--- config.mk ---
export PLATFORM = sky130hd
export DESIGN_NAME = exception_sequencer
export DESIGN_NICKNAME = d
export VERILOG_FILES = /design/src/rtl/exception_sequencer_pkg.sv /design/src/rtl/exception_sequencer_spr_file.sv /design/src/rtl/exception_sequencer.sv
export SDC_FILE = /design/constraint.sdc
export NUM_CORES = 1
export LEC_CHECK = 0
export ABC_AREA = 1
export ABC_CLOCK_PERIOD_IN_PS = 3400
export CORE_UTILIZATION = 27
export CTS_CLUSTER_DIAMETER = 120
export CTS_CLUSTER_SIZE = 8
export DETAILED_ROUTE_END_ITERATION = 7
export GPL_TIMING_DRIVEN = 0
export PLACE_DENSITY = 0.61
export SKIP_CTS_REPAIR_TIMING = 1
export SYNTH_ARGS = -nofsm -noshare
export SYNTH_HDL_FRONTEND = slang
export SYNTH_SLANG_ARGS = --single-unit
--- constraint.sdc ---
create_clock -name clk -period 3.4 [get_ports clk]
set_input_delay 0.51 -clock clk [delete_from_list [all_inputs] [get_ports clk]]
set_output_delay 0.51 -clock clk [all_outputs]
set_load 0.05 [all_outputs]
--- src/rtl/exception_sequencer_pkg.sv ---
// Shared definitions for the exception sequencer and for users of the
// interrupt controller: SPR index map, sequencer state encoding, cause count,
// default ISR entry address and continue-type level mask.
package exception_pkg;

  localparam int NUM_CAUSES = 23;

  localparam logic [2:0] SPR_SR    = 3'd0;
  localparam logic [2:0] SPR_ESR   = 3'd1;
  localparam logic [2:0] SPR_ECA   = 3'd2;
  localparam logic [2:0] SPR_EPC   = 3'd3;
  localparam logic [2:0] SPR_EDATA = 3'd4;

  localparam logic [31:0]           DEFAULT_SISR      = 32'h0000_0000;
  localparam logic [NUM_CAUSES-1:0] DEFAULT_CONT_MASK = 23'h7E_0000;

  typedef enum logic [1:0] {
    IDLE     = 2'd0,
    FLUSH    = 2'd1,
    REDIRECT = 2'd2
  } state_t;

  // True when level il is continue-type. The mask is zero-extended to 32 bits
  // so illegal levels (il >= NUM_CAUSES) fall out as repeat-type.
  function automatic logic is_continue(input logic [4:0]            il,
                                       input logic [NUM_CAUSES-1:0] mask);
    logic [31:0] wide;
    wide = {{(32-NUM_CAUSES){1'b0}}, mask};
    return wide[il];
  endfunction

endpackage

--- src/rtl/exception_sequencer_spr_file.sv ---
// Special-purpose register storage (SR, ESR, ECA, EPC and optionally EDATA),
// combinational read mux and write-enable qualification.
// Optional feature macro: EDATA_CAPTURE_EN (adds the EDATA register at index 4).
// Ports:
//   clk, reset        clock, synchronous active-high reset
//   idle              sequencer is in IDLE
//   snap              jump-to-ISR accepted this cycle (snapshot state)
//   restore           eret accepted this cycle (SR <= ESR)
//   ca, epc_snap, ea  values captured on snap
//   spr_we/addr/wdata datapath write port
//   spr_rdata         combinational read data
//   sr, esr, epc      register values used by the sequencer
module spr_file
  import exception_pkg::*;
(
  input  logic                  clk,
  input  logic                  reset,
  input  logic                  idle,
  input  logic                  snap,
  input  logic                  restore,
  input  logic [NUM_CAUSES-1:0] ca,
  input  logic [31:0]           epc_snap,
  input  logic [31:0]           ea,
  input  logic                  spr_we,
  input  logic [2:0]            spr_addr,
  input  logic [31:0]           spr_wdata,
  output logic [31:0]           spr_rdata,
  output logic [31:0]           sr,
  output logic [31:0]           esr,
  output logic [31:0]           epc
);

  logic [31:0] eca;
  logic        write_en;

  // A jisr or eret taken in the same cycle drops the datapath write.
  assign write_en = spr_we && idle && !snap && !restore;

  // NOTE: sequential state uses non-blocking assignments so every flop
  // samples the pre-edge values regardless of statement order.
  always_ff @(posedge clk) begin
    if (reset) begin
      sr  <= '0;
      esr <= '0;
      eca <= '0;
      epc <= '0;
    end else if (snap) begin
      esr <= sr;
      eca <= {{(32-NUM_CAUSES){1'b0}}, ca};
      sr  <= '0;
      epc <= epc_snap;
    end else if (restore) begin
      sr  <= esr;
    end else if (write_en) begin
      case (spr_addr)
        SPR_SR:  sr  <= spr_wdata;
        SPR_ESR: esr <= spr_wdata;
        SPR_ECA: eca <= spr_wdata;
        SPR_EPC: epc <= spr_wdata;
        default: ;
      endcase
    end
  end

`ifdef EDATA_CAPTURE_EN
  logic [31:0] edata;

  always_ff @(posedge clk) begin
    if (reset) begin
      edata <= '0;
    end else if (snap) begin
      edata <= ea;
    end else if (write_en && spr_addr == SPR_EDATA) begin
      edata <= spr_wdata;
    end
  end
`else
  // No EDATA storage; the faulting address is intentionally dropped.
  logic unused_ea;
  assign unused_ea = ^ea;
`endif

  // NOTE: every combinational output gets a default first so no latch is
  // inferred for unlisted addresses.
  always_comb begin
    spr_rdata = '0;
    case (spr_addr)
      SPR_SR:    spr_rdata = sr;
      SPR_ESR:   spr_rdata = esr;
      SPR_ECA:   spr_rdata = eca;
      SPR_EPC:   spr_rdata = epc;
`ifdef EDATA_CAPTURE_EN
      SPR_EDATA: spr_rdata = edata;
`endif
      default:   spr_rdata = '0;
    endcase
  end

endmodule

--- src/rtl/exception_sequencer.sv ---
// Exception sequencer: consumes jisr/il from the interrupt controller, owns
// the SPRs (via spr_file), flushes the pipeline and redirects fetch to the
// ISR entry on jisr or to EPC on eret.
// Optional feature macro: EDATA_CAPTURE_EN (EDATA capture of ea on jisr).
// Ports:
//   clk, reset                      clock, synchronous active-high reset
//   jisr, il, ca, pc, pc_next, ea   exception entry inputs
//   eret                            return-from-exception commit
//   spr_we, spr_addr, spr_wdata     SPR write port; spr_rdata read data
//   sr                              status register to the interrupt controller
//   flush                           one-cycle pipeline squash
//   redirect_valid/pc/ready         fetch redirect handshake
//   busy                            sequence in progress
module exception_sequencer
  import exception_pkg::*;
#(
  parameter logic [31:0]           SISR      = DEFAULT_SISR,
  parameter logic [NUM_CAUSES-1:0] CONT_MASK = DEFAULT_CONT_MASK
) (
  input  logic                  clk,
  input  logic                  reset,
  input  logic                  jisr,
  input  logic [4:0]            il,
  input  logic [NUM_CAUSES-1:0] ca,
  input  logic [31:0]           pc,
  input  logic [31:0]           pc_next,
  input  logic                  eret,
  input  logic [31:0]           ea,
  input  logic                  spr_we,
  input  logic [2:0]            spr_addr,
  input  logic [31:0]           spr_wdata,
  output logic [31:0]           spr_rdata,
  output logic [31:0]           sr,
  output logic                  flush,
  output logic                  redirect_valid,
  output logic [31:0]           redirect_pc,
  input  logic                  redirect_ready,
  output logic                  busy
);

  state_t      state;
  state_t      state_next;
  logic [31:0] target;
  logic [31:0] esr;
  logic [31:0] epc;
  logic [31:0] epc_snap;
  logic        idle;
  logic        take_jisr;
  logic        take_eret;

  // Events are only sampled in IDLE; jisr outranks a simultaneous eret.
  assign idle      = (state == IDLE);
  assign take_jisr = idle && jisr;
  assign take_eret = idle && eret && !jisr;
  assign epc_snap  = is_continue(il, CONT_MASK) ? pc_next : pc;

  always_ff @(posedge clk) begin
    if (reset) state <= IDLE;
    else       state <= state_next;
  end

  always_comb begin
    state_next = state;
    case (state)
      IDLE:     if (take_jisr || take_eret) state_next = FLUSH;
      FLUSH:    state_next = REDIRECT;
      REDIRECT: if (redirect_ready) state_next = IDLE;
      default:  state_next = IDLE;
    endcase
  end

  // Outputs decode the state register only, so they stay glitch-free and
  // hold steady through a stalled redirect.
  always_comb begin
    flush          = (state == FLUSH);
    redirect_valid = (state == REDIRECT);
    busy           = (state != IDLE);
    redirect_pc    = target;
  end

  always_ff @(posedge clk) begin
    if (reset)          target <= '0;
    else if (take_jisr) target <= SISR;
    else if (take_eret) target <= epc;
  end

  spr_file u_spr_file (
    .clk       (clk),
    .reset     (reset),
    .idle      (idle),
    .snap      (take_jisr),
    .restore   (take_eret),
    .ca        (ca),
    .epc_snap  (epc_snap),
    .ea        (ea),
    .spr_we    (spr_we),
    .spr_addr  (spr_addr),
    .spr_wdata (spr_wdata),
    .spr_rdata (spr_rdata),
    .sr        (sr),
    .esr       (esr),
    .epc       (epc)
  );

  // ESR feeds the restore path inside spr_file; the top only needs it for
  // completeness of the register view.
  logic unused_esr;
  assign unused_esr = ^esr;

endmodule

## Word-level counts from Yosys, hierarchy flattened

Memory sizes are Yosys's and may differ from the RTL's.
Index checks and enable logic that the tools add are counted.

- Equality and inequality tests: 8
- Magnitude comparators: 1
- Bitwise operators: 1
- Mux-type cells: 21
- Reduce and logical (&&, ||, !) cells: 26

Operators with widths:

| kind | number |
|---|---|
| $mux 32 | 12 |
| $pmux 32 s4 | 1 |
| $mux 23 | 4 |
| $reduce_bool 2->1 | 7 |
| $reduce_and 3->1 | 4 |
| $eq 3x2->1 const B | 2 |
| $logic_and 1x1->1 | 6 |
| $lt 5x6->1 const B | 1 |
| $pmux 2 s3 | 1 |
| $mux 2 | 2 |
| $ne 2x1->1 const B | 2 |
| $reduce_and 2->1 | 2 |
| $eq 3x1->1 const B | 1 |
| $logic_not 1->1 | 3 |
| $logic_not 3->1 | 1 |
| $eq 2x1->1 const B | 1 |
| $eq 2x2->1 const B | 1 |
| $logic_not 2->1 | 1 |
| $ne 2x2->1 const B | 1 |
| $reduce_or 2->1 | 1 |
| $logic_or 1x1->1 | 1 |
| $mux 1 | 1 |
| $not 1->1 | 1 |

- Bits of input ports: 165
- ROM bits: 32
- Word-level logic and storage cells: 65
- Output and inout bits: 99
- Register bits: 162
- Memories kept: 1

Memories:

| name | words | bits a word | read ports | clocked after memory_dff | wr ports | RTL line | RTL |
|---|---|---|---|---|---|---|---|
| (name not given) | 32 | 1 | 1 | 0 | 0 | exception_sequencer_pkg.sv:29 | `return wide[il];` |

## Logic depth before layout (Yosys ltp)

- Depth after elaboration: 8
- Mapped depth: 9
- Gate-level depth less buffers: 8

## Modules after synthesis

A second synthesis with hierarchy kept.

- Cell total of the unflattened synthesis: 1615
- Area, all modules: 9510.4 µm²

Modules (own cells, without submodules):

| module | cells each | instances | sequential area each (µm²) | area an instance (µm²) |
|---|---|---|---|---|
| spr_file | 1270 | 1 | 2562.5 | 7418.4 |
| exception_sequencer | 345 | 1 | 680.7 | 2092.0 |

## Worst setup path before layout

Ideal clock, no wire load.

- Path kind: in2out
- Start: input port spr_addr[1]
- End: output port spr_rdata[0]
- Cell stages on the path: 4
- Path slack: 1143 ps
- Data required time: 2890 ps
- Arrival: 1747 ps
- Buffers on the path: 1
- Path through: inv_1 -> nand3_2 -> buf_1 -> o2111ai_1

- Cells in the longest elaborated chain, start to end: 2
- Elaborated cells between the ends (all ways): 5
- Classes of those cells: 3 x eq/ne; 1 x mux; 1 x reduce/logical

RTL lines:

| item | RTL line | RTL |
|---|---|---|
| start, declared | exception_sequencer.sv:30 | `input logic [2:0] spr_addr,` |
| $eq 3x2->1 (tied with other cells) | exception_sequencer_spr_file.sv:87 | `case (spr_addr)` |
| $pmux 32 s4 (*) | exception_sequencer_spr_file.sv:87 |  |
| end, declared | exception_sequencer.sv:32 | `output logic [31:0] spr_rdata,` |

Mark *: on every way between the ends. The rest lies on a longest branch, timed or not.

## Worst setup path in the final report

- Start: input port spr_addr[2]
- End: output port spr_rdata[6]

The elaborated chain is that of the path after synthesis.

==> impl_metrics.csv <==
group,metric,value,unit
grt,antenna_found_initial,0,
grt,grt_pass1_wl,56.3,mm
grt,track_usage,22.4,%
critical_path,cpLargestDelayFamily,"buffers and inverters",
timing,setup-tns-final,0,ns
die,dieHeight,182,µm
timing,finalSetupViolations,0,
drt,ant_nets,0,
clock_network,numClockSinks,162,
pwr,p_leak,5.71,nW
drt,viasPerCell,4.97,
timing,rsz0062_at_grt,"no",
logic_synthesis,ys_seq_area_share,37.0,%
logic_synthesis,synth_top_area_share,37.0,%
pwr,p_per_area,464,mW/mm²
final_layout,multi_input_area,0.00435,mm²
clock_network,tritoncts,"done",
final_layout,stdcell_area,0.0123,mm²
critical_path,crit_type,"input pin to primary output",
final_layout,area_growth_syn_to_layout,40.0,%
clock_network,clock-root-buffer,"clkbuf_16",
timing,layout_min_cycle_time,3.31,ns
logic_synthesis,synthDistinctLibCells,25,
final_layout,drive_gt1_share,6.91,%
timing,relSlewSlack,44.4,%
critical_path,startpoint_type,"input pin",
die,coreArea,0.0317,mm²
critical_path,crit_fanout,10,
timing,drv_slew,0,
die,dieArea,0.0332,mm²
critical_path,worst_setup_path_end_kind,"primary output",
drt,detail_route.wl_per_cell,18.4,µm
timing,tightestPinTransition,0.830,ns
die,die_x,182,µm
drt,drt_iter0_drc,969,
logic_synthesis,yosysTopAreaCell,"dfxtp_1",
final_layout,fillers,3410,
clock_network,numCtsBuffers,17,
clock_network,cts_max_level,4,
outcome,run_status,"complete, no violations",
drt,vias,10189,
critical_path,critPathRequiredTime,2.89,ns
logic_synthesis,syn_nets,1553,
die,start_util,27.6,%
clock_network,path_clk_slew,0.06,ns
critical_path,path_cells,"clkdlybuf4s50_1 -> nor2_1 -> nand2_1 -> inv_1 -> clkbuf_1 -> nand2_1 -> o2111ai_1 -> dlymetal6s2s_1",
final_layout,antennaDiodeCount,0,
pwr,peakVddDrop,0.327,mV
die,std_cell_rows,65,
final_layout,nNetsFinal,1802,
grt,grt_max_degree,17,
timing,fin_ws,0.0900,ns
timing,fmax,0.302,GHz
timing,hold_viol,0,
place,place_area,0.0116,mm²
grt,grt_pass1_vias,9591,
place,dp_hpwl,29.6,mm
final_layout,seq_area,0.00324,mm²
logic_synthesis,syn_avg_cell_area,6.31,µm²
clock_network,clockBufferDepth,2,
critical_path,cp_data_arrival_time,2.80,ns
critical_path,slowest_stage,"clkdlybuf4s50_1",
logic_synthesis,ys_ff_latch,162,
critical_path,max_stage_delay,0.58,ns
place,portBuffers,230,
place,dp_slack,-0.402,ns
flow_run,cap_violations,0,
place,gp_routability_congestion,0.964,
clock_network,insertion_delay,0.43,ns
logic_synthesis,synthTopCellsByArea,"dfxtp_1 37%, nand2_1 18%, a21oi_1 8.7%",
critical_path,cp_num_buf_inv,4,
logic_synthesis,yosysWarnings,0,
timing,finClkSkew,0.00933,ns
drt,drc_errors,0,
drt,drt_wl_total,37.8,mm
critical_path,cp_common_cell,"nand2_1",
critical_path,r2r_slack,1.44,ns
logic_synthesis,netlist_area,0.00876,mm²
hold_path,hold_class,"flip-flop to flip-flop",
grt,overflow,0,
timing,period_share,97.4,%
logic_synthesis,syn_inst,1388,
final_layout,post-route-util,38.6,%
die,io_pins,264,
drt,firstDrtPassIters,5,
registers in the layout (all words and copies together) (netlist names):
name,flops
state,2
u_spr_file.esr,32
u_spr_file.epc,32
u_spr_file.sr,32
redirect_pc,32
u_spr_file.eca,32
stage by stage:
| step | instances | hold slack (ns) | total power, mW |
|---|---|---|---|
| 5_1_grt | 2052 | 0.477 | 5.91 |
| 3_3_place_gp | 2020 | 0.448 | 3.60 |
| 4_1_cts | 2052 | 0.462 | 5.69 |
| 3_5_place_dp | 2020 | 0.452 | 3.61 |
| 2_1_floorplan | 1388 | 0.440 | 3.01 |
| 6_report | 2052 | 0.464 | 5.69 |
final timing paths:
path | startpoint | to | cells after the start
setup / recovery | spr_addr[2] | spr_rdata[6] | 8
hold / removal | u_spr_file.eca[13] | u_spr_file.eca[13] | 2
setup reg to reg | state[1] | u_spr_file.sr[15] | 7
hold reg to reg | u_spr_file.eca[13] | u_spr_file.eca[13] | 2
cell type report:
cell class                 instances  area share [%]
sequential                       162            26.5
clock inverter                    11            1.45
buffer                           101            4.10
multi-input combinational        945            35.5
clock buffer                      21            3.67
inverter                         180            5.51
timing repair buffer             230            19.2
tap                              402            4.10
cells in the final DEF, fill, tap and decap left out, types with 7 or more instances in the layout:
master,instances
buf_4,10
nand2_1,418
clkbuf_2,10
o21ai_1,27
o2111ai_1,32
a21oi_1,153
o21ai_0,62
clkbuf_16,17
buf_2,38
dlymetal6s2s_1,28
nand2_2,7
clkbuf_1,40
nor2_1,67
nand4_1,32
clkdlybuf4s50_1,199
dfxtp_1,162
nand3_1,135
inv_1,174
cell usage after synthesis, drive strengths merged:
master and n:
nand2 426, inv 179, dfxtp 162, a21oi 153, nand3 140, o21ai 89, nor2 71, buf 57
clkbuf 44, nand4 32, o2111ai 32, a211oi 1, clkinv 1, nor3 1
cell families (layout without fill, tap and decap cells):
logic type / after synthesis / after routing / share of synthesized area (%)
buffers and inverters: 281 / 543 / 13.4
and+or+nand+nor: 670 / 670 / 32.4
AOI/OAI and AO/OA: 275 / 275 / 17.1
DFF: 162 / 162 / 37.0
routing by layer:
| layer | vias up | part of all wire (%) | global-route usage, % |
|---|---|---|---|
| met5 | - | 0 | 0 |
| li1 | 4969 | - | - |
| met2 | 509 | 44 | 34.6 |
| met1 | 4642 | 44 | 29.8 |
| met3 | 69 | 8.7 | 5.13 |
| met4 | 0 | 3.9 | 9.65 |
report_power, final:
group | switching (mW) | total (mW) | internal, mW
Clock | 0.832 | 2.09 | 1.26
Sequential | 0.0907 | 2.12 | 2.03
Combinational | 0.965 | 1.47 | 0.506
tightest hold or removal path: stages, from the launching register on:
cell	delay (ns)
dfxtp_1	0.31
nand2_1	0.06
a21oi_1	0.05
Note: power is estimated with default switching activity, not from simulation.
